$ cat src/rtl/mem_pkg.sv
// Shared types and constants for the MEM-stage load/store unit.
// Holds data width, funct3 encodings, FSM states and response error codes.
package mem_pkg;

    localparam int DWIDTH = 32;
    localparam logic [DWIDTH-1:0] ZERO = '0;

    typedef enum logic [2:0] {
        F3_B  = 3'b000,
        F3_H  = 3'b001,
        F3_W  = 3'b010,
        F3_BU = 3'b100,
        F3_HU = 3'b101
    } funct3_e;

    typedef enum logic [1:0] {
        S_IDLE,
        S_READ,
        S_WRITE,
        S_RESP
    } lsu_state_t;

    localparam logic [1:0] ERR_NONE     = 2'b00;
    localparam logic [1:0] ERR_MISALIGN = 2'b01;
    localparam logic [1:0] ERR_FAULT    = 2'b10;
    localparam logic [1:0] ERR_ILLEGAL  = 2'b11;

endpackage

$ cat src/rtl/lsu_lane_align.sv
// Lane steering: load extract/extend and sub-word store merge.
// Purely combinational; lane is the byte offset within the word.
module lsu_lane_align
    import mem_pkg::*;
(
    input  logic [DWIDTH-1:0] i_word,
    input  logic [15:0]       i_wdata,
    input  logic [1:0]        i_lane,
    input  logic [2:0]        i_funct3,
    output logic [DWIDTH-1:0] o_load,
    output logic [DWIDTH-1:0] o_store
);

    logic [7:0]  w_byte;
    logic [15:0] w_half;

    always_comb begin
        w_byte = i_word[{i_lane, 3'b000} +: 8];
        w_half = i_lane[1] ? i_word[31:16] : i_word[15:0];

        case (i_funct3)
            F3_B:    o_load = {{24{w_byte[7]}}, w_byte};
            F3_BU:   o_load = {24'h000000, w_byte};
            F3_H:    o_load = {{16{w_half[15]}}, w_half};
            F3_HU:   o_load = {16'h0000, w_half};
            default: o_load = i_word;
        endcase

        o_store = i_word;
        case (i_funct3)
            F3_B: o_store[{i_lane, 3'b000} +: 8] = i_wdata[7:0];
            F3_H: begin
                if (i_lane[1]) o_store[31:16] = i_wdata;
                else           o_store[15:0]  = i_wdata;
            end
            default: ;
        endcase
    end

endmodule

$ cat src/rtl/mem_access_unit.sv
// MEM-stage load/store unit in front of a word-only data memory.
// Sub-word stores go through a read-modify-write sequence.
module mem_access_unit
    import mem_pkg::*;
#(
    parameter int MEM_BYTES = 1024
) (
    input  logic              clk,
    input  logic              rst,
    input  logic              req_valid,
    output logic              req_ready,
    input  logic              req_store,
    input  logic [2:0]        req_funct3,
    input  logic [DWIDTH-1:0] req_addr,
    input  logic [DWIDTH-1:0] req_wdata,
    output logic              resp_valid,
    output logic [DWIDTH-1:0] resp_rdata,
    output logic [1:0]        resp_err,
    output logic [DWIDTH-1:0] mem_addr,
    output logic [DWIDTH-1:0] mem_wdata,
    output logic              mem_read_en,
    output logic              mem_write_en,
    input  logic [DWIDTH-1:0] mem_rdata
);

    localparam logic [DWIDTH-1:0] FAULT_BASE = DWIDTH'(MEM_BYTES - 3);

    lsu_state_t        r_state;
    lsu_state_t        w_next;
    logic              r_store;
    logic [2:0]        r_funct3;
    logic [1:0]        r_lane;
    logic [15:0]       r_wdata;
    logic [DWIDTH-1:0] r_mem_addr;
    logic [DWIDTH-1:0] r_mem_wdata;
    logic [DWIDTH-1:0] r_resp_rdata;
    logic [1:0]        r_resp_err;

    logic              w_accept;
    logic              w_legal;
    logic              w_mis;
    logic              w_fault;
    logic [1:0]        w_err;
    logic [DWIDTH-1:0] w_word_addr;
    logic [DWIDTH-1:0] w_load;
    logic [DWIDTH-1:0] w_store;

    assign w_accept = req_valid && (r_state == S_IDLE);

    always_comb begin
        w_word_addr = {req_addr[DWIDTH-1:2], 2'b00};
        w_legal = (req_funct3 == F3_B) || (req_funct3 == F3_H) ||
                  (req_funct3 == F3_W) ||
                  (!req_store && ((req_funct3 == F3_BU) ||
                                  (req_funct3 == F3_HU)));
        w_mis = ((req_funct3[1:0] == 2'b01) && req_addr[0]) ||
                ((req_funct3 == F3_W) && (req_addr[1:0] != 2'b00));
        w_fault = (w_word_addr >= FAULT_BASE);
        // Illegal outranks misaligned, which outranks the range check
        if (!w_legal)    w_err = ERR_ILLEGAL;
        else if (w_mis)  w_err = ERR_MISALIGN;
        else if (w_fault) w_err = ERR_FAULT;
        else             w_err = ERR_NONE;
    end

    always_ff @(posedge clk or posedge rst) begin
        if (rst) r_state <= S_IDLE;
        else     r_state <= w_next;
    end

    always_comb begin
        w_next = r_state;
        unique case (r_state)
            S_IDLE: begin
                if (w_accept) begin
                    if (w_err != ERR_NONE)
                        w_next = S_RESP;
                    else if (req_store && (req_funct3 == F3_W))
                        w_next = S_WRITE;
                    else
                        w_next = S_READ;
                end
            end
            S_READ:  w_next = r_store ? S_WRITE : S_RESP;
            S_WRITE: w_next = S_RESP;
            S_RESP:  w_next = S_IDLE;
            default: w_next = S_IDLE;
        endcase
    end

    lsu_lane_align u_align (
        .i_word   (mem_rdata),
        .i_wdata  (r_wdata),
        .i_lane   (r_lane),
        .i_funct3 (r_funct3),
        .o_load   (w_load),
        .o_store  (w_store)
    );

    always_ff @(posedge clk or posedge rst) begin
        if (rst) begin
            r_store      <= 1'b0;
            r_funct3     <= 3'b000;
            r_lane       <= 2'b00;
            r_wdata      <= 16'h0000;
            r_mem_addr   <= ZERO;
            r_mem_wdata  <= ZERO;
            r_resp_rdata <= ZERO;
            r_resp_err   <= ERR_NONE;
        end else begin
            unique case (r_state)
                S_IDLE: begin
                    if (w_accept) begin
                        r_store  <= req_store;
                        r_funct3 <= req_funct3;
                        r_lane   <= req_addr[1:0];
                        r_wdata  <= req_wdata[15:0];
                        if (w_err != ERR_NONE) begin
                            r_resp_err   <= w_err;
                            r_resp_rdata <= ZERO;
                        end else begin
                            r_mem_addr <= w_word_addr;
                            if (req_store && (req_funct3 == F3_W))
                                r_mem_wdata <= req_wdata;
                        end
                    end
                end
                S_READ: begin
                    if (r_store) begin
                        r_mem_wdata <= w_store;
                    end else begin
                        r_resp_rdata <= w_load;
                        r_resp_err   <= ERR_NONE;
                    end
                end
                S_WRITE: begin
                    r_resp_rdata <= ZERO;
                    r_resp_err   <= ERR_NONE;
                end
                default: ;
            endcase
        end
    end

    assign req_ready    = (r_state == S_IDLE);
    assign resp_valid   = (r_state == S_RESP);
    assign mem_read_en  = (r_state == S_READ);
    assign mem_write_en = (r_state == S_WRITE);
    assign resp_rdata   = r_resp_rdata;
    assign resp_err     = r_resp_err;
    assign mem_addr     = r_mem_addr;
    assign mem_wdata    = r_mem_wdata;

endmodule

$ cat config.mk
export PLATFORM = sky130hd
export DESIGN_NAME = mem_access_unit
export DESIGN_NICKNAME = d
export VERILOG_FILES = /design/src/rtl/mem_pkg.sv /design/src/rtl/lsu_lane_align.sv /design/src/rtl/mem_access_unit.sv
export SDC_FILE = /design/constraint.sdc
export NUM_CORES = 1
export LEC_CHECK = 0
export ABC_AREA = 1
export CAP_MARGIN = 25
export CORE_ASPECT_RATIO = 1.5
export CORE_MARGIN = 5
export CORE_UTILIZATION = 43
export DETAILED_ROUTE_END_ITERATION = 10
export GPL_ROUTABILITY_DRIVEN = 0
export PLACE_DENSITY_LB_ADDON = 0.15
export SLEW_MARGIN = 5
export SYNTH_ARGS = -nofsm -noshare
export SYNTH_HDL_FRONTEND = slang
export SYNTH_SLANG_ARGS = --single-unit
$ cat constraint.sdc
create_clock -name clk -period 4.3 [get_ports clk]
set_input_delay 1.075 -clock clk [delete_from_list [all_inputs] [get_ports clk]]
set_output_delay 1.075 -clock clk [all_outputs]
set_load 0.005 [all_outputs]
==> results.md <==
* Final period utilization at 0.667
* Initial antenna violation count at 1
* Reg-to-reg startpoint: r_funct3[1]
* Max-cap violations at 0
* PD cells at 637 mW/mm2
* Hold Path Depth at 2
* Die area at 0.0185 mm2
* Largest net degree at the start of global routing at 121
* Post-DRT Antenna Nets at 0
* DR vias at 6,865
* Hold Crit Class: reg2reg
* H-tree depth at 4
* CTS Buf Count at 17
* Number of vias per cell at 5.01
* Post-route DRC violation count at 0
* Clk sink count at 120
* Beginning of the worst hold path: mem_addr[10]
* Port Buffers at 202
* Hpwl dp at 16,500 um
* RSZ-0062 raised after global routing: false
* Slew @ Worst Pin at 0.940 ns
* # Post-CTS Setup Buffers at 0
* Clock root cell: clkbuf_16
* Yosys reg bits at 120
* Total global-route track usage at 0.236
* Nets at 1,265
* Worst hold slack at 0.463 ns
* CTS tree: built
* Seq/Total Area, Yosys at 0.441
* Crit path kind: reg2out
* Initial core utilization at 0.436
* Multi-input logic area at 0.00321 mm2
* Mean cell area of the mapped netlist at 7.01 um2
* Row cnt at 56
* Initial DRC Count at 466
* YS warnings at 0
* Highest clock rate at 0.349 GHz
* Leakage power at 4.68 nW
* Syn Std Cell Area at 0.00682 mm2
* Vias in the first global route at 6,702
* Final setup violation count at 0
* Clock skew at 0.0107 ns
* Worst setup EP type: output port
* Area delta synth->final at 38.5%
* Hold bufs inserted after CTS at 0
* Clk slew on worst S/H paths at 0.06 ns
* Post-placement cell count at 1,337
* Worst r2r path cells at 7
* Critical Path Fanout Max at 7
* Layout cell share with drive strength beyond 1 at 0.0635
* Worst-skew pair later-pin latency at 0.41 ns
* Final hold violation count at 0
* Req. time, crit path at 3.22 ns
* Top Ports at 205
* Fin. max-slew vios at 0
* WL/cell at 16.1 um
* Sequential cell area at 0.00300 mm2
* Mapped Cells at 973
* R2r setup slk at 1.62 ns
* Die W at 113 um
* Fillcell total at 1,473
* RR Endpoint: mem_wdata[19]
* Post-Route Setup TNS at 0 ns
* VDD IR-drop max at 389 uV
* Die H at 164 um
* Post-CTS Resized at 0
* CP Launch Type: flop
* Outcome: finished, final reports clean
* Relative slew slack at 0.373
* Critical Path AT at 1.79 ns
* Drt pass-1 iters at 5
* Final min period at 2.87 ns
* Worst Hold Path EP: mem_addr[10]
* Post-synth cell types at 33
* Post-route insts no fill at 1,370
* Core ar. at 0.0156 mm2
* Final WL at 22,100 um
* Global route overflow at 0
* First-pass GRT wire length at 34,700 um
* CTS max path bufs at 2
==> cells by family (layout without fill, tap and decap cells) <==
logic type,after synthesis,after routing,synth area share
AND/OR/NAND/NOR,583,583,0.356
buffers and inverters,136,328,0.0898
AO/OA/AOI/OAI,124,124,0.0971
flip-flops,120,120,0.441
adder cells (fa/ha/maj),9,9,0.0165
other,1,3,0.000550
==> worst max path at each step <==
stage          cells past startpoint  slack [ns]     startpoint            end
2_1_floorplan                      1        0.04            rst   mem_addr[10]
3_3_place_gp                      10        1.30  req_funct3[2]  mem_wdata[13]
3_5_place_dp                      10        1.26  req_funct3[2]  mem_wdata[26]
4_1_cts                            3        1.42     r_state[1]      req_ready
5_1_grt                            7        1.36    r_funct3[1]  mem_wdata[19]
6_report                           3        1.43     r_state[0]      req_ready
==> cell usage in the layout, fill, tap and decap left out, drive strengths merged <==
cell | netlist | final
buf | 34 | 8
nand3 | 104 | 104
nand4 | 1 | 1
bufinv | 0 | 1
clkdlybuf4s50 | 0 | 202
and2 | 1 | 1
clkinvlp | 0 | 4
clkinv | 0 | 8
or2 | 18 | 18
a31oi | 3 | 3
conb | 1 | 2
o22ai | 8 | 8
nand2 | 338 | 338
clkbuf | 16 | 17
diode | 0 | 1
a211oi | 6 | 6
dfrtp | 120 | 120
ha | 9 | 9
a21oi | 34 | 34
o21a | 1 | 1
o211ai | 2 | 2
nor2 | 121 | 121
inv | 86 | 88
o21bai | 2 | 2
o21ai | 68 | 68
==> layout make-up <==
type | instances | share of cell area
antenna | 1 | 0.000265
multi-input combinational | 718 | 0.340
clock inverter | 15 | 0.0136
inverter | 86 | 0.0344
clock buffer | 17 | 0.0450
sequential | 120 | 0.318
timing repair buffer | 210 | 0.222
tap | 203 | 0.0269
==> Yosys cell counts (all sizes together) <==
library cell  count  area, um2
a21oi            34        170
nand3           104        538
inv              86        323
nor2            121        472
o21a              1       7.51
and2              1       6.26
o22ai             8       50.1
a31oi             3       18.8
ha                9        113
o21bai            2       15.0
or2              18        113
clkbuf           16       61.3
conb              1       3.75
dfrtp           120       3000
nand2           338       1290
nand4             1       6.26
buf              34        228
a211oi            6       45.0
o211ai            2       15.0
o21ai            68        340
==> layer usage <==
metal,vias up,global-route usage,wire length [um]
li1,3428,-,-
met1,3124,0.287,8680
met2,264,0.398,11000
met3,49,0.0398,1280
met4,0,0.127,1160
met5,-,0,0
==> through the flow <==
stage	setup slack (ns)	power, mW	area [um2]	util
floorplan	0.0392	3.60	6820	-
global placement	1.30	4.65	8890	0.569
detailed placement	1.26	4.69	8890	0.569
CTS	1.42	6.06	9440	0.604
global route	1.36	6.50	9440	0.604
finish	1.43	6.02	9440	0.604
==> worst max-delay path, cell delays in order (launching register included) <==
cell and delay (ns):
dfrtp_1 0.41, inv_1 0.10, ha_1 0.32, clkdlybuf4s50_1 0.56
==> report_power, final <==
part / internal [mW] / switching, mW
logic: 1.18 / 1.72
clock network: 0.794 / 0.543
registers: 1.50 / 0.277
==> sequential cells by signal, indices dropped and copies added, names as in the netlist <==
register and flops:
r_wdata 16, resp_rdata 32, r_store 1, r_state 2, r_funct3 3, resp_err 2
r_lane 2, mem_wdata 32, mem_addr 30
No activity file was read; power rests on OpenSTA's default activity.
